===== src/rtl/regfile_wb_arbiter.sv =====
// Round-robin arbiter sharing the register file's single write port among NUM_REQ
// writeback sources; the registered winner also feeds the decode-stage bypass.
module regfile_wb_arbiter #(
   parameter int NUM_REQ = 2,
   parameter int ADDR_W  = 5,
   parameter int DATA_W  = 32
) (
   input  logic                       clk,
   input  logic                       rst,
   input  logic                       stall,
   input  logic [NUM_REQ-1:0]         req_valid,
   input  logic [NUM_REQ*ADDR_W-1:0]  req_addr,
   input  logic [NUM_REQ*DATA_W-1:0]  req_data,
   output logic [NUM_REQ-1:0]         req_ready,
   output logic                       write_enable,
   output logic [ADDR_W-1:0]          write_addr,
   output logic [DATA_W-1:0]          write_data,
   output logic [$clog2(NUM_REQ)-1:0] write_src
);

   localparam int SRC_W = $clog2(NUM_REQ);

   logic [SRC_W-1:0]  ptr_q, ptr_d;
   logic              grant_vld;
   logic [SRC_W-1:0]  grant_idx;
   logic [ADDR_W-1:0] addr_sel;
   logic [DATA_W-1:0] data_sel;

   logic              we_q, we_d;
   logic [ADDR_W-1:0] wa_q, wa_d;
   logic [DATA_W-1:0] wd_q, wd_d;
   logic [SRC_W-1:0]  ws_q, ws_d;

   // Search ptr, ptr+1, ... with wrap; the first valid requester wins.
   always_comb begin
      int idx;
      logic [SRC_W-1:0] idx_s;
      grant_vld = 1'b0;
      grant_idx = '0;
      for (int k = 0; k < NUM_REQ; k++) begin
         idx = int'(ptr_q) + k;
         if (idx >= NUM_REQ) idx = idx - NUM_REQ;
         idx_s = SRC_W'(idx);
         if (!grant_vld && req_valid[idx_s]) begin
            grant_vld = 1'b1;
            grant_idx = idx_s;
         end
      end
      if (rst || stall) grant_vld = 1'b0;
   end

   assign req_ready = grant_vld ? (NUM_REQ'(1) << grant_idx) : '0;
   assign addr_sel  = req_addr[grant_idx*ADDR_W +: ADDR_W];
   assign data_sel  = req_data[grant_idx*DATA_W +: DATA_W];

   always_comb begin
      ptr_d = ptr_q;
      we_d  = 1'b0;
      wa_d  = wa_q;
      wd_d  = wd_q;
      ws_d  = ws_q;
      if (grant_vld) begin
         ptr_d = (grant_idx == SRC_W'(NUM_REQ-1)) ? '0 : grant_idx + SRC_W'(1);
         // x0 writes still consume the grant but never reach the regfile.
         we_d  = (addr_sel != '0);
         wa_d  = addr_sel;
         wd_d  = data_sel;
         ws_d  = grant_idx;
      end
   end

   always_ff @(posedge clk) begin
      if (rst) begin
         ptr_q <= '0;
         we_q  <= 1'b0;
         wa_q  <= '0;
         wd_q  <= '0;
         ws_q  <= '0;
      end else begin
         ptr_q <= ptr_d;
         we_q  <= we_d;
         wa_q  <= wa_d;
         wd_q  <= wd_d;
         ws_q  <= ws_d;
      end
   end

   assign write_enable = we_q;
   assign write_addr   = wa_q;
   assign write_data   = wd_q;
   assign write_src    = ws_q;

endmodule


===== config.mk =====
export PLATFORM = sky130hd
export DESIGN_NAME = regfile_wb_arbiter
export DESIGN_NICKNAME = d
export VERILOG_FILES = /design/src/rtl/regfile_wb_arbiter.sv
export SDC_FILE = /design/constraint.sdc
export NUM_CORES = 1
export LEC_CHECK = 0
export CORE_MARGIN = 5
export CORE_UTILIZATION = 38
export CTS_CLUSTER_DIAMETER = 100
export CTS_CLUSTER_SIZE = 16
export DETAILED_ROUTE_END_ITERATION = 16
export MAX_ROUTING_LAYER = met4
export PLACE_DENSITY_LB_ADDON = 0.05
export SYNTH_ARGS = -nofsm -noshare
export SYNTH_HDL_FRONTEND = slang
export SYNTH_SLANG_ARGS = --single-unit
export TNS_END_PERCENT = 100

===== constraint.sdc =====
create_clock -name clk -period 3.4 [get_ports clk]
set_input_delay 0.85 -clock clk [delete_from_list [all_inputs] [get_ports clk]]
set_output_delay 0.85 -clock clk [all_outputs]
set_load 0.1 [all_outputs]

## Yosys cells after proc, flatten, opt, wreduce, memory -nomap -nowiden

Cells that the tools add are included.

- Register bits after elaboration: 40
- Bits of input ports: 79
- Output and inout bits: 41

- $add $sub $neg: 4
- $mul: 1
- Order comparisons: 4
- Shift-type cells: 3
- Mux-type cells: 13
- Bitwise operators: 1
- Reduce and logical (&&, ||, !) cells: 5

Operators by type and width:

| cell | number |
|---|---|
| 64-bit by 7-bit variable part select with 32-bit output | 1 |
| 1-bit two-way mux | 12 |
| 10-bit by 5-bit variable part select with 5-bit output | 1 |
| 5-bit nonzero test | 1 |
| 1-bit by 2-bit less-than comparator with 1-bit output (second input constant) | 2 |
| 1-bit by 3-bit multiplier with 4-bit output (second input constant) | 1 |
| 1-bit by 1-bit adder with 2-bit output (second input constant) | 1 |
| 1-bit by 2-bit >= comparator with 1-bit output (second input constant) | 1 |
| 2-bit >= comparator (second input constant) | 1 |
| 2-bit two-way mux | 1 |
| 2-bit OR reduction | 1 |
| 1-bit by 1-bit << shifter with 2-bit output (first input constant) | 1 |
| 1-bit subtractor (second input constant) | 2 |
| 1-bit adder (second input constant) | 1 |
| 1-bit logical AND | 1 |
| 1-bit logical NOT | 1 |
| 1-bit logical OR | 1 |
| 1-bit inverter | 1 |

## Depth between registers and ports, before layout

Gate-level depths: netlist of the first run.

- Depth in word-level cells: 11
- Gate-level depth with buffers: 6
- Gate-level depth less buffers: 4

## Least setup slack after synthesis of the first run

Ideal clock, no wire load.

- Path kind: input-to-output
- From: input stall
- To: output req_ready[1]
- Arrival time: 1.793 ns
- Required time: 2.550 ns
- Setup slack: 0.757 ns
- Stages: 4
- Path buffers: 2
- Path through: or2_1 > buf_6 > nor3_4 > buf_6

- Longest elaborated chain between the ends: 3

Ends and longest elaborated chain:

| what | RTL line | text |
|---|---|---|
| start: declaration | 10 | `input logic stall,` |
| 1-bit logical OR | 49 | `if (rst \|\| stall) grant_vld = 1'b0;` |
| 1-bit two-way mux | 49 |  |
| 2-bit two-way mux | 52 | `assign req_ready = grant_vld ? (NUM_REQ'(1) << grant_idx) : '0;` |
| end: declaration | 14 | `output logic [NUM_REQ-1:0] req_ready,` |

No other way between the ends.

## Final worst setup path of the first run

- From: input req_valid[1]
- To: output req_ready[1]

- Longest elaborated chain between the ends: 8
- Elaborated cells on any way between the ends: 13

Ends and longest elaborated chain:

| what | RTL line | text |
|---|---|---|
| start: declaration | 11 | `input logic [NUM_REQ-1:0] req_valid,` |
| 1-bit two-way mux (not written as such) (2 in series) | 44 | `if (!grant_vld && req_valid[idx_s]) begin` |
| 1-bit two-way mux | 44 |  |
| 1-bit logical NOT | 44 |  |
| 1-bit logical AND | 44 |  |
| 1-bit two-way mux | 44 |  |
| 1-bit by 1-bit << shifter with 2-bit output or 1-bit two-way mux (tied branches) | 52, 49 |  |
| 2-bit two-way mux * | 52 |  |

Mark *: on every way between the ends. The rest lies on a longest branch, timed or not. The select of a mux whose other input is x is not followed.

==> results.yml, run 1 <==
synthesis:
  yosysWarnings: 0
  yosys.area.top_type: "dfxtp_1"
  synthFlopType: "dfxtp_1"
  synth.avg_cell_area_sq_um: 10.7
  synthCells: 162
  yosysMostFrequentCell: "dfxtp_1"
  yosysSeqAreaShare: 0.463
  synth_edf_count: 0
  async_flop_share: 0
  synth_nets: 241
  syn_area_sq_um: 1730
  netlist.area_leader.share: 0.463
  synth_area_leaders: "dfxtp_1 (46%), a221o_1 (19%), nor3b_1 (14%)"
  ys_top_cells_by_count: "dfxtp_1 (40), a221o_1 (32), nor3b_1 (32)"
  synth_seq_cells: 40
  ys_types: 23
sta:
  setup_violations: 0
  rsz0062_at_grt: "false"
  final.setup.worst_slack_ps: 396
  slew_viol_final: 0
  hold_viol_final: 0
  clock_skew_ps: 5.81
  period_share: 0.884
  slew_headroom: 0.632
  final.setup.tns_ps: 0
  timing.fmax_mhz: 333
  period_needed_ps: 3000
  worst_slew_pin_slew_ps: 546
cts:
  cts.sinks: 40
  htreeDepth: 2
  cts_setup_buffers: 0
  cts_buffers: 5
  post_cts_resize_count: 0
  clock_latency_ps: 280
  clk_pin_slew_worst_paths_ps: 60
  cts_tree: "done"
  postCtsHoldBufs: 0
  cts-root-buf: "clkbuf_8"
  cts_max_path_buffers: 2
setup_path:
  path_class: "input port to output port"
  crit_buf_inv: 3
  cp_slowest_stage_delay_ps: 670
  cp.required_ps: 2550
  cpMaxStageDelayCell: "clkdlybuf4s50_1"
  arrival_ps: 2150
  startpoint_type: "input port"
  cp_max_fo: 10
  critPathTopFamily: "buffers and inverters"
  crit_path_cell_trace: "clkdlybuf4s50_1 -> inv_2 -> nor3_4 -> buf_12"
  end_kind: "output port"
placed_design:
  dpl.cell_count: 323
  place.gp.congestion: 0.913
  place_area_sq_um: 2860
  place_hpwl_microns: 3990
  detailedPlace.worstSlack_ps: 400
  portBuffers: 119
route:
  wirelength_microns: 5300
  drtIter0Drc: 86
  ant_nets: 0
  dr.pass1.iters: 4
  vias: 1774
  drc: 0
  viasPerCell: 5.38
  wire_per_inst_microns: 16.1
global_route:
  grt_pass1_wl_microns: 8200
  grt_use_total: 0.172
  overflow: 0
  grt_pass1_vias: 1700
  grt_max_degree: 34
  antenna_found_initial: 0
layout:
  drive_gt1_frac: 0.201
  ff_latch_area_sq_um: 801
  antennaDiodeCount: 0
  syn_to_final_growth_pct: 70.0
  fin_cells: 330
  multiInputGateArea_sq_um: 825
  fin_area_sq_um: 2940
  nFillCells: 376
  finalNetCount: 357
power:
  p_clk_frac: 0.223
  ir_worst_vdd_v: 0.000229
  p_sw_mw: 0.496
  power_frac_comb: 0.381
  pwr-share-seq: 0.396
  cellLeakagePower_nw: 1.16
  swShare: 0.380
  p_per_area_nw_per_um2: 445
  p_int_mw: 0.810
run_status:
  status: "finished, final reports clean"
floorplanning:
  start_util: 0.394
  die_w_microns: 77.5
  io_pins: 120
  die_y_microns: 77.5
  rows: 24
  die_area_sq_um: 6000
  core_area_sq_um: 4380
run:
  maxCapViolations: 0
hold_path:
  hold_class: "register to register"
worst reg2reg max path: stages (launching register included):
cell and delay (ps):
dfxtp_1 360, and2b_1 270, nor3_4 220, buf_4 380, a221o_1 230
routing by layer:
metal / share of wire / global-route usage / vias up
li1: - / - / 876
met1: 0.44 / 0.210 / 815
met2: 0.46 / 0.266 / 77
met3: 0.085 / 0.0613 / 6
met4: 0.017 / 0.0550 / 0
met5: 0 / - / -
registers in the layout (all words and copies together) (netlist names):
signal,count
write_enable,1
write_data,32
write_addr,5
ptr_q,1
write_src,1
through the flow:
| stage | hold WS [ps] | utilization | total power, mW |
|---|---|---|---|
| floorplan | 471 | - | 0.859 |
| global placement | 494 | 0.653 | 1.03 |
| detailed placement | 492 | 0.653 | 1.03 |
| CTS | 504 | 0.670 | 1.32 |
| global route | 533 | 0.670 | 1.36 |
| finish | 501 | 0.670 | 1.31 |
cell families (layout without fill, tap and decap cells):
kind of cell / after synthesis / after routing / share of synthesized area
AO/OA/AOI/OAI: 54 / 54 / 0.272
buffers and inverters: 17 / 133 / 0.0601
flip-flops: 40 / 40 / 0.463
AND/OR/NAND/NOR: 51 / 51 / 0.205
final cells by class:
| cell class | count | area share |
|---|---|---|
| Inverter | 2 | 0.00255 |
| Tap cell | 52 | 0.0221 |
| Multi-Input combinational cell | 105 | 0.281 |
| Sequential cell | 40 | 0.272 |
| Clock buffer | 6 | 0.0247 |
| Clock inverter | 1 | 0.00170 |
| Timing Repair Buffer | 124 | 0.396 |
layout by cell type (no fill, tap or decap), drive strengths merged, types with 2 or more instances in the layout:
cell type / Yosys / routed
a21oi: 2 / 2
a221o: 32 / 32
a22oi: 5 / 5
a311oi: 5 / 5
buf: 12 / 46
clkbuf: 3 / 6
clkdlybuf4s50: 0 / 78
dfxtp: 40 / 40
inv: 2 / 2
nand2: 2 / 2
nand2b: 6 / 6
nor2: 4 / 4
nor3: 2 / 2
nor3b: 32 / 32
o21ai: 8 / 8
worst paths after layout:
| check | start | end | slack [ps] | cells past startpoint |
|---|---|---|---|---|
| worst max-delay path | req_valid[1] | req_ready[1] | 400 | 4 |
| worst min-delay path | write_src$_SDFFE_PP0P_ | write_src$_SDFFE_PP0P_ | 500 | 2 |
| worst max register to register | ptr_q$_SDFFE_PP0P_ | write_data[9]$_SDFFE_PP0P_ | 1880 | 4 |
| worst min register to register | write_src$_SDFFE_PP0P_ | write_src$_SDFFE_PP0P_ | 500 | 2 |
power groups by stage:
stage / sequential (mW) / combinational, mW / clock (mW)
2_1_floorplan: 0.772 / 0.0869 / 0
3_3_place_gp: 0.528 / 0.497 / 0
3_5_place_dp: 0.529 / 0.499 / 0
4_1_cts: 0.518 / 0.500 / 0.302
5_1_grt: 0.523 / 0.516 / 0.322
6_report: 0.518 / 0.497 / 0.291
(Power assumes the default switching activity.)
==> run 2: changes to the inputs <==
--- a/config.mk
+++ b/config.mk
@@ -5,13 +5,14 @@
 export SDC_FILE = /design/constraint.sdc
 export NUM_CORES = 1
 export LEC_CHECK = 0
-export CORE_MARGIN = 5
+export CORE_MARGIN = 2
 export CORE_UTILIZATION = 38
 export CTS_CLUSTER_DIAMETER = 100
 export CTS_CLUSTER_SIZE = 16
 export DETAILED_ROUTE_END_ITERATION = 16
 export MAX_ROUTING_LAYER = met4
 export PLACE_DENSITY_LB_ADDON = 0.05
+export SKIP_CTS_REPAIR_TIMING = 1
 export SYNTH_ARGS = -nofsm -noshare
 export SYNTH_HDL_FRONTEND = slang
 export SYNTH_SLANG_ARGS = --single-unit
==> run 2 against run 1 <==
- combinational power is essentially flat
- non-clock buffer count grew 1
- largest cell class unchanged
- count of clock-buffer cells in the layout grew 1
- largest power group unchanged
==> results.yml, run 2 (synthesis gave the netlist of run 1 again) <==
placed_design:
  place.gp.congestion: 0.967
  portBuffers: 119
  detailedPlace.worstSlack_ps: 398
  dpl.cell_count: 324
  place_hpwl_microns: 3740
layout:
  nFillCells: 347
  final_core_util: 0.678
  fin_cells: 332
  antennaDiodeCount: 0
  drive_gt1_frac: 0.207
  largest_reg_flops: 32
  mostFrequentLayoutCells: "clkdlybuf4s50_1 (78), buf_4 (45), dfxtp_1 (40)"
  multiInputGateArea_sq_um: 825
  finalNetCount: 358
  final_common_cell: "clkdlybuf4s50_1"
  ff_latch_area_sq_um: 801
  syn_to_final_growth_pct: 70.6
route:
  drtIter0Drc: 97
  wirelength_microns: 5060
  vias: 1811
  drc: 0
  dr.pass1.iters: 4
  wire_per_inst_microns: 15.3
  ant_nets: 0
  viasPerCell: 5.45
setup_path:
  path_class: "input port to output port"
  cp.required_ps: 2550
  arrival_ps: 2150
  end_kind: "output port"
  startpoint_type: "input port"
  cp_max_fo: 8
floorplanning:
  core_area_sq_um: 4350
  die_w_microns: 71.5
  start_util: 0.397
  die_area_sq_um: 5110
  io_pins: 120
  rows: 24
  die_y_microns: 71.5
run_status:
  status: "finished, final reports clean"
sta:
  slew_headroom: 0.604
  setup_violations: 0
  period_share: 0.883
  rsz0062_at_grt: "false"
  final.setup.tns_ps: 0
  timing.fmax_mhz: 333
  final.setup.worst_slack_ps: 397
  period_needed_ps: 3000
  slew_viol_final: 0
  worst_slew_pin_slew_ps: 588
  clock_skew_ps: 5.21
  hold_viol_final: 0
global_route:
  overflow: 0
  grt_max_degree: 34
  grt_pass1_wl_microns: 8070
  grt_pass1_vias: 1795
  antenna_found_initial: 0
  grt_use_total: 0.200
power:
  p_sw_mw: 0.501
  power_frac_comb: 0.372
  total_power_mw: 1.34
  p_per_area_nw_per_um2: 453
  swShare: 0.375
  p_int_mw: 0.835
  cellLeakagePower_nw: 1.16
  p_clk_frac: 0.240
  pwr-share-seq: 0.388
  ir_worst_vdd_v: 0.000238
cts:
  cts_max_path_buffers: 2
  htreeDepth: 2
  cts_buffers: 5
  cts_tree: "done"
  cts-root-buf: "clkbuf_8"
  clk_pin_slew_worst_paths_ps: 80
  cts.sinks: 40
  clock_latency_ps: 280
run:
  maxCapViolations: 0
hold_path:
  hold_class: "register to register"
run 2: changes by cell type in the layout (fill, tap and decap cells not counted), sizes merged:
cell and delta:
clkinv -1, buf +1, clkinvlp +1, clkbuf +1
run 2: metrics by stage:
stage,area [sq um],hold WS [ps]
final,2950,496
after global routing,2950,530
after CTS,2950,500
after detailed placement,2860,487
after global placement,2860,492
after floorplan,1730,471
run 2: metal layers:
layer,global-route usage,vias up,part of all wire,wire length [microns]
met4,0.0377,0,0.0061,31
met5,-,-,0,0
li1,-,881,-,-
met2,0.351,85,0.49,2480
met3,0.0605,4,0.083,420
met1,0.226,841,0.42,2130
run 2: final timing paths:
kind	slack, ps	cells after the start	endpoint	from
min reg2reg	500	2	write_src$_SDFFE_PP0P_	write_src$_SDFFE_PP0P_
max	400	4	req_ready[1]	stall
max reg2reg	1870	4	write_data[18]$_SDFFE_PP0P_	ptr_q$_SDFFE_PP0P_
min	500	2	write_src$_SDFFE_PP0P_	write_src$_SDFFE_PP0P_
run 2: power by group through the flow:
stage | Clock [mW] | Combinational (mW) | Sequential, mW
global route | 0.349 | 0.515 | 0.523
global placement | 0 | 0.495 | 0.528
CTS | 0.331 | 0.498 | 0.519
finish | 0.321 | 0.496 | 0.518
floorplan | 0 | 0.0869 | 0.772
detailed placement | 0 | 0.497 | 0.530
run 2: critical path: stages:
cell             delay (ps)
clkdlybuf4s50_1         450
or2_1                   360
nor3_4                  280
buf_12                  210
run 2: final cells by class:
cell class              count  area share
multi-input cells         105       0.279
flip-flops and latches     40       0.271
inverters                   2     0.00254
clock buffers               7      0.0293
repair buffers            125       0.393
clock inverters             1     0.00254
well taps                  52      0.0221
